<file path="src/rtl/dircc_types_pkg.sv">
// Shared stream types: Avalon-ST beat layout and packet-FIFO framing states.
// Width constants here define the default beat geometry used across the tile.
package dircc_types_pkg;

  localparam int ST_BITS_PER_SYMBOL  = 8;
  localparam int ST_SYMBOLS_PER_BEAT = 4;
  localparam int ST_DATA_WIDTH  =
    ST_BITS_PER_SYMBOL * ST_SYMBOLS_PER_BEAT;
  localparam int ST_EMPTY_WIDTH =
    $clog2(ST_SYMBOLS_PER_BEAT);

  typedef struct packed {
    logic [ST_DATA_WIDTH-1:0]  data;
    logic [ST_EMPTY_WIDTH-1:0] empty;
    logic                      sop;
    logic                      eop;
  } st_beat_t;

  typedef enum logic {
    FRAME_IDLE,
    FRAME_IN_PKT
  } fifo_frame_state_t;

endpackage

</file>
<file path="src/rtl/dircc_st_fifo_ram.sv">
// Beat storage for the packet FIFO: DEPTH x WIDTH registers, one write port,
// combinational read. Ports: clk, we/waddr/wdata (write), raddr/rdata (read).
module dircc_st_fifo_ram
  import dircc_types_pkg::*;
#(
  parameter int WIDTH = $bits(st_beat_t),
  parameter int DEPTH = 8,
  parameter int AW    = $clog2(DEPTH)
) (
  input  logic             clk,
  input  logic             we,
  input  logic [AW-1:0]    waddr,
  input  logic [WIDTH-1:0] wdata,
  input  logic [AW-1:0]    raddr,
  output logic [WIDTH-1:0] rdata
);

  logic [WIDTH-1:0] mem_q [DEPTH];

  always_ff @(posedge clk) begin
    if (we) begin
      mem_q[waddr] <= wdata;
    end
  end

  assign rdata = mem_q[raddr];

endmodule

</file>
<file path="src/rtl/dircc_st_packet_fifo.sv">
// Store-and-forward Avalon-ST packet buffer; drops malformed framing and
// falls back to cut-through for packets larger than DEPTH beats.
// Ports: clk, reset (sync, high); input_* sink; output_* source; level;
// framing_error (sticky); cut_through; stat_* (live only when
// DIRCC_PACKET_FIFO_STATS_EN is defined, otherwise tied to 0).
module dircc_st_packet_fifo
  import dircc_types_pkg::*;
#(
  parameter int BITS_PER_SYMBOL  = ST_BITS_PER_SYMBOL,
  parameter int SYMBOLS_PER_BEAT = ST_SYMBOLS_PER_BEAT,
  parameter int DEPTH            = 8,
  localparam int DW = BITS_PER_SYMBOL * SYMBOLS_PER_BEAT,
  localparam int EW = $clog2(SYMBOLS_PER_BEAT),
  localparam int AW = $clog2(DEPTH),
  localparam int LW = AW + 1
) (
  input  logic          clk,
  input  logic          reset,
  input  logic [DW-1:0] input_data,
  input  logic [EW-1:0] input_empty,
  input  logic          input_startofpacket,
  input  logic          input_endofpacket,
  input  logic          input_valid,
  output logic          input_ready,
  output logic [DW-1:0] output_data,
  output logic [EW-1:0] output_empty,
  output logic          output_startofpacket,
  output logic          output_endofpacket,
  output logic          output_valid,
  input  logic          output_ready,
  output logic [LW-1:0] level,
  output logic          framing_error,
  output logic          cut_through,
  output logic [31:0]   stat_packets_in,
  output logic [31:0]   stat_packets_out,
  output logic [LW-1:0] stat_max_level
);

  localparam int BW = DW + EW + 2;
  localparam logic [LW-1:0] FULL_LVL = LW'(DEPTH);

  logic [AW-1:0] wr_ptr_q, wr_ptr_d;
  logic [AW-1:0] rd_ptr_q, rd_ptr_d;
  logic [LW-1:0] level_q, level_d;
  logic [LW-1:0] pkt_count_q, pkt_count_d;
  fifo_frame_state_t state_q, state_d;
  logic framing_error_q, framing_error_d;
  logic cut_through_q, cut_through_d;

  logic [BW-1:0] wdata;
  logic [BW-1:0] rdata;
  logic full, accept, keep, store, drop;
  logic ct_set, ct, out_valid, consume;
  logic eop_in, eop_out;

  assign wdata = {input_data, input_empty,
                  input_startofpacket, input_endofpacket};

  dircc_st_fifo_ram #(
    .WIDTH(BW),
    .DEPTH(DEPTH),
    .AW   (AW)
  ) u_ram (
    .clk  (clk),
    .we   (store),
    .waddr(wr_ptr_q),
    .wdata(wdata),
    .raddr(rd_ptr_q),
    .rdata(rdata)
  );

  always_comb begin
    full   = (level_q == FULL_LVL);
    accept = input_valid && !reset && !full;
    keep   = 1'b0;
    unique case (state_q)
      FRAME_IDLE:   keep = input_startofpacket;
      FRAME_IN_PKT: keep = !input_startofpacket;
      default:      keep = 1'b0;
    endcase
    store  = accept && keep;
    drop   = accept && !keep;
    // A full FIFO with no complete packet can only hold part of an
    // oversize packet; stream it out rather than deadlock.
    ct_set = full && (pkt_count_q == '0);
    ct     = cut_through_q || ct_set;
    // Gate on level so cut-through never presents an empty slot.
    out_valid = !reset &&
      ((pkt_count_q != '0) || (ct && (level_q != '0)));
    consume = out_valid && output_ready;
    eop_in  = store && input_endofpacket;
    eop_out = consume && rdata[0];
  end

  always_comb begin
    wr_ptr_d = wr_ptr_q + AW'(store);
    rd_ptr_d = rd_ptr_q + AW'(consume);
    level_d  = level_q + LW'(store) - LW'(consume);
    pkt_count_d = pkt_count_q + LW'(eop_in) - LW'(eop_out);
    framing_error_d = framing_error_q || drop;
    cut_through_d = ct && !eop_out;
    state_d = state_q;
    if (store) begin
      if (input_endofpacket) begin
        state_d = FRAME_IDLE;
      end else begin
        state_d = FRAME_IN_PKT;
      end
    end
  end

  always_ff @(posedge clk) begin
    if (reset) begin
      wr_ptr_q        <= '0;
      rd_ptr_q        <= '0;
      level_q         <= '0;
      pkt_count_q     <= '0;
      state_q         <= FRAME_IDLE;
      framing_error_q <= 1'b0;
      cut_through_q   <= 1'b0;
    end else begin
      wr_ptr_q        <= wr_ptr_d;
      rd_ptr_q        <= rd_ptr_d;
      level_q         <= level_d;
      pkt_count_q     <= pkt_count_d;
      state_q         <= state_d;
      framing_error_q <= framing_error_d;
      cut_through_q   <= cut_through_d;
    end
  end

  assign input_ready   = !reset && !full;
  assign output_valid  = out_valid;
  assign {output_data, output_empty,
          output_startofpacket, output_endofpacket} = rdata;
  assign level         = level_q;
  assign framing_error = framing_error_q;
  assign cut_through   = ct && !reset;

`ifdef DIRCC_PACKET_FIFO_STATS_EN
  logic [31:0]   stat_in_q, stat_in_d;
  logic [31:0]   stat_out_q, stat_out_d;
  logic [LW-1:0] stat_max_q, stat_max_d;

  always_comb begin
    stat_in_d  = stat_in_q + 32'(eop_in);
    stat_out_d = stat_out_q + 32'(eop_out);
    stat_max_d = (level_q > stat_max_q) ? level_q : stat_max_q;
  end

  always_ff @(posedge clk) begin
    if (reset) begin
      stat_in_q  <= '0;
      stat_out_q <= '0;
      stat_max_q <= '0;
    end else begin
      stat_in_q  <= stat_in_d;
      stat_out_q <= stat_out_d;
      stat_max_q <= stat_max_d;
    end
  end

  assign stat_packets_in  = stat_in_q;
  assign stat_packets_out = stat_out_q;
  assign stat_max_level   = stat_max_q;
`else
  assign stat_packets_in  = '0;
  assign stat_packets_out = '0;
  assign stat_max_level   = '0;
`endif

endmodule

</file>
<file path="config.mk">
export PLATFORM = sky130hd
export DESIGN_NAME = dircc_st_packet_fifo
export DESIGN_NICKNAME = d
export VERILOG_FILES = /design/src/rtl/dircc_types_pkg.sv /design/src/rtl/dircc_st_fifo_ram.sv /design/src/rtl/dircc_st_packet_fifo.sv
export SDC_FILE = /design/constraint.sdc
export NUM_CORES = 1
export LEC_CHECK = 0
export ABC_AREA = 1
export CORE_MARGIN = 8
export CORE_UTILIZATION = 42
export DETAILED_ROUTE_END_ITERATION = 16
export GPL_ROUTABILITY_DRIVEN = 1
export PLACE_DENSITY_LB_ADDON = 0.12
export SKIP_CTS_REPAIR_TIMING = 1
export SLEW_MARGIN = 20
export SYNTH_ARGS = -nofsm -noshare
export SYNTH_HDL_FRONTEND = slang
export SYNTH_SLANG_ARGS = --single-unit
</file>
<file path="constraint.sdc">
create_clock -name clk -period 8.9 [get_ports clk]
set_input_delay 1.78 -clock clk [delete_from_list [all_inputs] [get_ports clk]]
set_output_delay 1.78 -clock clk [all_outputs]
set_load 0.02 [all_outputs]
</file>
==> metrics.md, run 1 <==
| Metric | Value |
|---|---|
| DRC Markers | 0 |
| Row count | 63 |
| Least-Margin Pin Slew | about 1.1 ns |
| Mapped cell area | 0.01262 sq mm |
| Initial antenna violation count | 1 |
| Startpoint types | input port |
| Finished Layout Cells | approximately 1500 |
| Final period utilization | 0.6170 |
| Hold Crit Start | framing_error$_SDFF_PP0_ |
| Seq. cell area | 0.008995 sq mm |
| Max Cap Viol | 0 |
| Critical path required time | just over 7 ns |
| Total grt overflow | 0 |
| H-tree levels | 2 |
| Vias in the first global route | between 7000 and 8000 |
| Starting Density | 0.4258 |
| Yosys warnings | 0 |
| Worst skew pair latency | 0.50 ns |
| Most common cell after layout, fill and taps aside | edfxtp_1 |
| Clk buf depth | 3 |
| Gate Count Post-Synth | 1014 |
| Boundary pin count | 152 |
| Slew margin rel. | 0.2874 |
| Max Transition Viols Final | 0 |
| Worst R2R End | pkt_count_q[2]$_SDFF_PP0_ |
| Flops & latches, synth | between 300 and 400 |
| Post-synth top area share | 0.6853 |
| CP max FO | 15 |
| Worst setup EP type | output pin |
| All-Layer GR Usage | 0.1550 |
| Setup violations, final | 0 |
| Hold Path Sink | framing_error$_SDFF_PP0_ |
| Synthesis-to-layout area growth | 15.81% |
| Final Hold Viols | 0 |
| Final core occ | 0.4931 |
| Distinct cell type count after synthesis | 30 |
| Flop-to-flop setup slack | 4.99 ns |
| Crit-path max cell delay | 0.86 ns |
| Clock Sinks | around 300 |
| Ant diodes | 0 |
| Routed wire length | 28190 microns |
| Die ar. | approximately 0.036 sq mm |
| Fin Hold WS | 0.4676 ns |
| Detailed placement HPWL | 15090 microns |
| Post-DR wirelength/cell | approximately 19 microns |
| Crit Path Class | input port to output pin |
| CP top delay family | buffers and inverters |
| HP Class | flip-flop to flip-flop |
| Core ar. | 0.02964 sq mm |
| Overall Power | 0.003871 W |
| GP Congestion | 0.6968 |
| DRT iter0 DRCs | 375 |
| Nets | 1148 |
| Largest net degree at the start of global routing | about 150 |
| Reg clk slew, reported paths | 0.06 ns |
| Crit path DAT | between 3 and 4 ns |
| Fmax | 182.1 MHz |
| Layout cell share with drive strength beyond 1 | 0.07104 |
| Syn_area_per_cell | 12.45 sq um |
| CTS tree | done |
| Die H | about 190 microns |
| Peak supply drop | 0.1426 mV |
| Leading area contributor after synthesis | edfxtp_1 |
| Avg Vias per Cell | approximately 5.0 |
| Cells on worst reg2reg path | 16 |
| Crit path buf inv count | 3 |
| Placed cells | 1445 |
| Final ANT Viol Nets | 0 |
| Root Driver | clkbuf_16 |
| TritonCTS Buffers | 34 |
| RSZ-0062 raised after global routing | no |
| Worst r2r src | rd_ptr_q[1]$_SDFF_PP0_ |
| Crit-path cells | clkdlybuf4s50_1 > inv_1 > o21ai_0 > nand2_1 > clkdlybuf4s50_1 |
| Power density cells | 264.8 mW/mm^2 |
| Most frequent cell on the critical path | clkdlybuf4s50_1 |
| First-pass GRT wire length | 43530 microns |
| Worst Hold Path Cells | 1 |
| Fill count | 2685 |
| Final TNS setup | 0 ns |
| Area occupied by multi-input gates | 0.002978 sq mm |
| Leading cell types in the layout, fill and taps excluded | edfxtp_1, nor2_1, nand2_1 |
| Crit path max-delay cell type | clkdlybuf4s50_1 |
| Worst Skew | 0.01320 ns |
| Count of buffers from port buffering | a little over 80 |
| Drt pass-1 iters | 5 |
| Leakage power | 5.168 nW |
| Vias | 7527 |
| Die X-Extent | 189.3 microns |
| Status | finished clean |
| Area contributors post-synth | edfxtp_1, nor2_1, o21ai_0 |
| Post-synthesis sequential area ratio | 0.7123 |
| Min Tclk post-route | 5.491 ns |
-- cell type report --
cell class / instances / area share
sequential: 305 / 0.6154
multi-input combinational: 620 / 0.2037
tap: 390 / 0.03339
timing repair buffer: 96 / 0.06352
inverter: 34 / 0.009160
clock inverter: 10 / 0.006677
clock buffer: 47 / 0.06806
-- cell families after synthesis --
kind of cell	after synthesis	synth area share
adder cells (fa/ha/maj)	17	0.01804
XOR/XNOR	5	0.003471
buffers and inverters	156	0.07644
AO/OA/AOI/OAI	225	0.09657
other	1	0.0002972
AND/OR/NAND/NOR	305	0.09290
flip-flops	305	0.7123
-- synthesized netlist by cell type --
master and n:
a21boi_0 1, nor2_1 167, buf_4 68, buf_2 7, inv_6 1, nand3_2 2, fa_1 2, nand2_2 1
ha_1 15, xor2_1 3, o22ai_1 70, o21ai_0 114, nand3_1 4, clkbuf_1 33, clkinv_1 1, conb_1 1
dfxtp_1 17, buf_8 1, a21oi_1 5, or2_4 1, xnor2_1 2, inv_1 30, nor2_2 1, clkinv_2 1
nand2_1 129, buf_6 13, o21ai_1 34, edfxtp_1 288, inv_2 1, o21a_1 1
-- worst max-delay path by stage --
stage / from / end / cells after the start
6_report: reset / output_valid / 5
3_5_place_dp: reset / output_valid / 5
4_1_cts: reset / output_valid / 5
5_1_grt: rd_ptr_q[1]$_SDFF_PP0_ / output_empty[1] / 8
2_1_floorplan: reset / u_ram.mem_q[0][0]$_DFFE_PP_ / 4
3_3_place_gp: reset / output_valid / 5
-- power breakdown --
group          internal (W)  switching [W]  total [W]
clock network      0.000836       0.000529    0.00136
logic              0.000315       0.000534   0.000849
registers           0.00161      0.0000468    0.00166
-- worst reg2reg max path: stages (launching register included) --
cell      delay [ns]
dfxtp_2         0.31
buf_4           0.67
clkinv_2        0.59
buf_4           0.49
o21ai_1         0.20
o21ai_1         0.07
nand2_1         0.09
nand2_2         0.10
nand3_2         0.10
inv_1           0.05
ha_1            0.27
inv_1           0.05
ha_1            0.16
inv_1           0.06
fa_1            0.37
xor2_1          0.14
nor2_1          0.05
-- per-layer routing --
metal | routed length (microns) | up-vias | global-route usage
li1 | - | 3618 | -
met1 | 12470 | 3686 | 0.1988
met2 | 13690 | 179 | 0.2649
met3 | 1523 | 42 | 0.03035
met4 | 492 | 2 | 0.04179
met5 | 13 | - | 0
-- state kept, by name (all words and copies together) (netlist names) --
name	count
framing_error	1
cut_through_q	1
u_ram.mem_q	288
pkt_count_q	4
wr_ptr_q	3
level	4
rd_ptr_q	3
state_q	1
-- through the flow --
step / worst slack [ns] / instance area (sq um)
3_5_place_dp: 3.393 / 13520
3_3_place_gp: 3.394 / 13520
4_1_cts: 3.377 / 14620
6_report: 3.409 / 14620
2_1_floorplan: 4.499 / 12870
5_1_grt: 3.243 / 14620
Note: power is estimated with default switching activity, not from simulation.
==> run 2, diff against run 1 <==
==> constraint.sdc (replaced) <==
create_clock -name clk -period 5.7 [get_ports clk]
set_input_delay 1.14 -clock clk [delete_from_list [all_inputs] [get_ports clk]]
set_output_delay 1.14 -clock clk [all_outputs]
set_load 0.02 [all_outputs]
==> run 2 against run 1 <==
  * First-iteration DRC count up 19%
  * Largest power group unchanged
  * Routed wire length down 0.83%
  * Register-to-register slack worse by 2.8 ns
  * Clock power up 43%
  * Design area down 0.76%
  * Critical endpoint is now output_data[29]
  * Count of clock-buffer cells in the layout down 8
  * Non-clock buffer count up 2
  * Combinational power up 54%
  * Die area unchanged
  * Sequential cell count unchanged
==> metrics.md, run 2 (synthesis gave the netlist of run 1 again) <==
| Metric | Value |
|---|---|
| Post-DR wirelength/cell | 18.59 microns |
| Core ar. | 0.02964 sq mm |
| Flop-to-flop setup slack | between 2 and 2.5 ns |
| CP max FO | 84 |
| CTS tree | done |
| Least-Margin Pin Slew | approximately 1.1 ns |
| Post-Place Worst Slack | around 1.5 ns |
| Final setup margin | about 1.1 ns |
| Final TNS setup | 0 ns |
| Critical path required time | 4.56 ns |
| Pint | 0.004136 W |
| Fmax | 218.3 MHz |
| Die X-Extent | 189.3 microns |
| Most common cell after layout, fill and taps aside | edfxtp_1 |
| Crit Path Class | flip-flop to output pin |
| Vias | ~7600 |
| Drt pass-1 iters | 7 |
| Initial antenna violation count | 0 |
| Hold Crit Start | framing_error$_SDFF_PP0_ |
| Startpoint types | flip-flop |
| Hold Path Sink | framing_error$_SDFF_PP0_ |
| Met3 wire len | roughly 1600 microns |
| Highest routed layer | met4 |
| Worst Skew | around 0.013 ns |
| TritonCTS Buffers | 31 |
| Max Cap Viol | 0 |
| Worst R2R End | pkt_count_q[2]$_SDFF_PP0_ |
| DRC Markers | 0 |
| Routed wire length | 27950 microns |
| Final Hold Viols | 0 |
| Overall Power | approximately 0.0059 W |
| Die H | 189.3 microns |
| Cells on worst reg2reg path | 16 |
| Reg clk slew, reported paths | roughly 0.06 ns |
| Leakage power | 5.113 nW |
| HP Class | flip-flop to flip-flop |
| Clk buf depth | 3 |
| Count of buffers from port buffering | 83 |
| Peak supply drop | ~0.21 mV |
| Final period utilization | 0.8037 |
| DRT iter0 DRCs | 446 |
| Final Instance Area | 0.01450 sq mm |
| Avg Vias per Cell | 5.030 |
| Worst setup EP type | output pin |
| Dpl cell area | 0.01354 sq mm |
| Boundary pin count | 152 |
| Starting Density | 0.4258 |
| GP Congestion | about 0.71 |
| Largest net degree at the start of global routing | 145 |
| Layout cell share with drive strength beyond 1 | 0.06912 |
| All-Layer GR Usage | 0.1526 |
| Nets | 1147 |
| Setup violations, final | 0 |
| Crit path DAT | 3.44 ns |
| Largest register by flop count | u_ram.mem_q |
| Sw Ratio | 0.2936 |
| Ant diodes | 0 |
| H-tree levels | 1 |
| Detailed placement HPWL | 15370 microns |
| M1 WL | 12420 microns |
| Worst Hold Path Cells | 1 |
| Status | finished clean |
| Slew margin rel. | 0.2910 |
| RSZ-0062 raised after global routing | no |
| Clock share of power | 0.331 |
| Met2 Wirelength | 13610 microns |
| Synthesis-to-layout area growth | 14.93% |
| Sw Pwr | 0.001719 W |
| Vias in the first global route | 7440 |
| First-pass GRT wire length | 43190 microns |
| Fill count | about 2700 |
| Die ar. | 0.03585 sq mm |
| Power density cells | 403.7 mW/mm^2 |
| Clock Sinks | 305 |
| Worst r2r src | rd_ptr_q[0]$_SDFF_PP0_ |
| Root Driver | clkbuf_16 |
| Largest register FFs | around 290 |
| Final ANT Viol Nets | 0 |
| Comb pwr share | 0.224 |
| Min Tclk post-route | 4.581 ns |
| Total grt overflow | 0 |
| Row count | 63 |
| Max Transition Viols Final | 0 |
| Worst skew pair latency | 0.55 ns |
| Flop pwr share | 0.445 |
| Leading cell types in the layout, fill and taps excluded | edfxtp_1, nor2_1, nand2_1 |
[run 2: cell count changes in the layout (fill, tap and decap cells not counted)]
cell,before,now
clkbuf_16,38,31
clkinv_1,3,7
buf_4,13,15
clkinv_2,7,9
bufinv_16,2,3
clkbuf_8,1,0
clkinvlp_4,0,1
[run 2: cell type report]
cell class              instances  area [sq um]  share of cell area
clock buffers                  39         805.8             0.05556
clock inverters                18         160.2             0.01104
inverters                      34         133.9            0.009230
multi-input cells             620          2978              0.2053
flip-flops and latches        305          8995              0.6202
well taps                     390         488.0             0.03364
repair buffers                 98         943.4             0.06504
[run 2: power by group through the flow]
stage / registers [W] / logic [W] / clock network (W)
after floorplan: 0.00260 / 0.000975 / 0
after global placement: 0.00265 / 0.00133 / 0
after detailed placement: 0.00265 / 0.00134 / 0
after CTS: 0.00261 / 0.00134 / 0.00199
after global routing: 0.00262 / 0.00148 / 0.00207
final: 0.00260 / 0.00131 / 0.00194
[run 2: metal layers]
metal  up-vias  track usage
met5         -            0
met4         0      0.03247
met3        27      0.02520
met2       188       0.2636
met1      3728       0.1997
li1       3622            -
[run 2: worst max-delay path: stages (launching register included)]
cell             delay, ns
dfxtp_4               0.97
buf_4                 0.66
o21ai_0               0.20
o22ai_1               0.21
nand2_1               0.08
nand2_1               0.11
clkdlybuf4s50_1       0.62
[run 2: stage by stage]
| stage | instances | utilization | hold slack [ns] |
|---|---|---|---|
| 2_1_floorplan | 1081 | - | 0.4942 |
| 3_3_place_gp | 1447 | 0.4568 | 0.4739 |
| 3_5_place_dp | 1447 | 0.4568 | 0.4885 |
| 4_1_cts | 1504 | 0.4894 | 0.5042 |
| 5_1_grt | 1504 | 0.4894 | 0.5170 |
| 6_report | 1504 | 0.4894 | 0.5027 |
[run 2: how the worst max path moves through the flow]
stage	from	to	slack (ns)	depth (start not counted)
floorplan	reset	u_ram.mem_q[0][0]$_DFFE_PP_	1.94	4
global placement	reset	output_valid	1.51	5
detailed placement	reset	output_valid	1.48	5
CTS	rd_ptr_q[0]$_SDFF_PP0_	output_data[29]	1.07	6
global route	rd_ptr_q[0]$_SDFF_PP0_	output_empty[1]	0.89	6
finish	rd_ptr_q[0]$_SDFF_PP0_	output_data[29]	1.12	6
==> run 3, diff against run 2 <==
==> constraint.sdc (replaced) <==
create_clock -name clk -period 3.9 [get_ports clk]
set_input_delay 0.78 -clock clk [delete_from_list [all_inputs] [get_ports clk]]
set_output_delay 0.78 -clock clk [all_outputs]
set_load 0.02 [all_outputs]
==> run 3 against run 2 <==
  * Hold slack improved by 0.0075 ns
  * Largest power group unchanged
  * Power is 51% higher
  * Setup slack got worse by 0.70 ns
  * Clock skew grew 0.00072 ns
  * First-iteration DRC count fell by 12%
  * Final cell count grew 1.2%
  * Sequential power grew 43%
  * Combinational power grew 57%
  * Core utilization is 0.86 points higher
  * Routed wire length rose by 2.6%
  * Clock power grew 57%
  * Sequential cell count did not move
==> metrics.md, run 3 (synthesis gave the netlist of run 1 again) <==
| Metric | Value |
|---|---|
| Critical path required time | 3.12 ns |
| Setup violations, final | 0 |
| Least-Margin Pin Slew | 0.8097 ns |
| Avg Vias per Cell | 4.927 |
| Worst r2r src | rd_ptr_q[2]$_SDFF_PP0_ |
| Crit path buf inv count | 3 |
| Worst Skew | 0.01389 ns |
| Leakage power | 5.232 nW |
| Die ar. | 0.03585 sq mm |
| Crit Path Class | flip-flop to output pin |
| Flop-to-flop setup slack | 0.93 ns |
| Max Transition Viols Final | 0 |
| Final TNS setup | 0 ns |
| Count of buffers from port buffering | 83 |
| Vias | 7499 |
| Row count | 63 |
| CP max FO | 17 |
| Peak supply drop | between 0.3 and 0.4 mV |
| Worst skew pair latency | 0.51 ns |
| Finished Layout Cells | 1522 |
| Final ANT Viol Nets | 0 |
| Fmax | 287.2 MHz |
| GP Congestion | 0.7555 |
| Clock Sinks | 305 |
| Die X-Extent | 189.3 microns |
| CTS tree | done |
| Synthesis-to-layout area growth | 16.95% |
| Most common cell after layout, fill and taps aside | edfxtp_1 |
| Hold Crit Start | framing_error$_SDFF_PP0_ |
| Crit path DAT | 2.70 ns |
| DRT iter0 DRCs | 393 |
| Highest routed layer | met4 |
| Largest net degree at the start of global routing | 146 |
| Cells on worst reg2reg path | 13 |
| Nets | 1163 |
| RSZ-0062 raised after global routing | no |
| Status | finished clean |
| Detailed placement HPWL | 16040 microns |
| Post-DR wirelength/cell | 18.85 microns |
| Max Cap Viol | 0 |
| All-Layer GR Usage | 0.1582 |
| Largest register FFs | 288 |
| Final period utilization | 0.8927 |
| Die H | 189.3 microns |
| Reg clk slew, reported paths | 0.06 ns |
| Met3 wire len | 1437 microns |
| Slew margin rel. | 0.4569 |
| Root Driver | clkbuf_16 |
| Worst Hold Path Cells | 1 |
| Layout cell share with drive strength beyond 1 | 0.08216 |
| Clk buf depth | 3 |
| First-pass GRT wire length | 44330 microns |
| Final Hold Viols | 0 |
| Crit-path cells | clkinv_1 > buf_4 > nand2_1 > nand2_2 > clkdlybuf4s50_1 |
| Drt pass-1 iters | 4 |
| Placed cells | 1459 |
| Initial antenna violation count | 0 |
| Worst R2R End | pkt_count_q[2]$_SDFF_PP0_ |
| DRC Markers | 0 |
| Startpoint types | flip-flop |
| TritonCTS Buffers | 35 |
| Boundary pin count | 152 |
| Met2 Wirelength | 14040 microns |
| M1 WL | 12790 microns |
| Hold Path Sink | framing_error$_SDFF_PP0_ |
| Power density cells | between 500 and 600 mW/mm^2 |
| CP top delay family | buffers and inverters |
| Crit path max-delay cell type | clkinv_1 |
| Leading cell types in the layout, fill and taps excluded | edfxtp_1, nor2_1, nand2_1 |
| Crit-path max cell delay | 0.63 ns |
| Starting Density | 0.4258 |
| Routed wire length | about 29000 microns |
| Ant diodes | 0 |
| Total grt overflow | 0 |
| Worst setup EP type | output pin |
| Vias in the first global route | 7582 |
| H-tree levels | 2 |
| HP Class | flip-flop to flip-flop |
| Core ar. | 0.02964 sq mm |
| Largest register by flop count | u_ram.mem_q |
| Min Tclk post-route | 3.482 ns |
[run 3: power breakdown]
group          switching [W]  internal [W]  total (W)
logic                0.00130      0.000757    0.00206
registers          0.0000562       0.00367    0.00373
clock network        0.00126       0.00180    0.00305
total                0.00261       0.00623    0.00884
[run 3: layout make-up]
cell class	instances	area (sq um)
Timing Repair Buffer	110	1096
Inverter	34	133.9
Clock buffer	44	909.6
Clock inverter	19	158.9
Fill cell	2667	14880
Multi-Input combinational cell	620	2978
Sequential cell	305	8995
Tap cell	390	488.0
[run 3: routing by layer]
layer,up-vias,track usage
met5,-,0
met4,0,0.03969
met3,35,0.02888
met2,170,0.2687
met1,3639,0.2071
li1,3655,-
[run 3: metrics by stage]
step / util / area, sq um / worst slack (ns) / hold slack [ns] / power [W]
after detailed placement: 0.4619 / 13690 / 0.5838 / 0.5165 / 0.005884
after global placement: 0.4619 / 13690 / 0.6474 / 0.5180 / 0.005876
after CTS: 0.4980 / 14760 / 0.3270 / 0.5309 / 0.008958
final: 0.4980 / 14760 / 0.4183 / 0.5102 / 0.008839
after floorplan: - / 12870 / 0.4779 / 0.4942 / 0.005223
after global routing: 0.4980 / 14760 / 0.2387 / 0.5367 / 0.009297
[run 3: how the worst max path moves through the flow]
stage	start	endpoint	slack [ns]	cells after the start
2_1_floorplan	level[2]$_SDFF_PP0_	u_ram.mem_q[0][0]$_DFFE_PP_	0.48	8
3_3_place_gp	input_startofpacket	pkt_count_q[2]$_SDFF_PP0_	0.65	12
3_5_place_dp	reset	level[2]$_SDFF_PP0_	0.58	11
4_1_cts	rd_ptr_q[2]$_SDFF_PP0_	output_endofpacket	0.33	5
5_1_grt	rd_ptr_q[1]$_SDFF_PP0_	output_empty[1]	0.24	7
6_report	rd_ptr_q[2]$_SDFF_PP0_	output_endofpacket	0.42	5
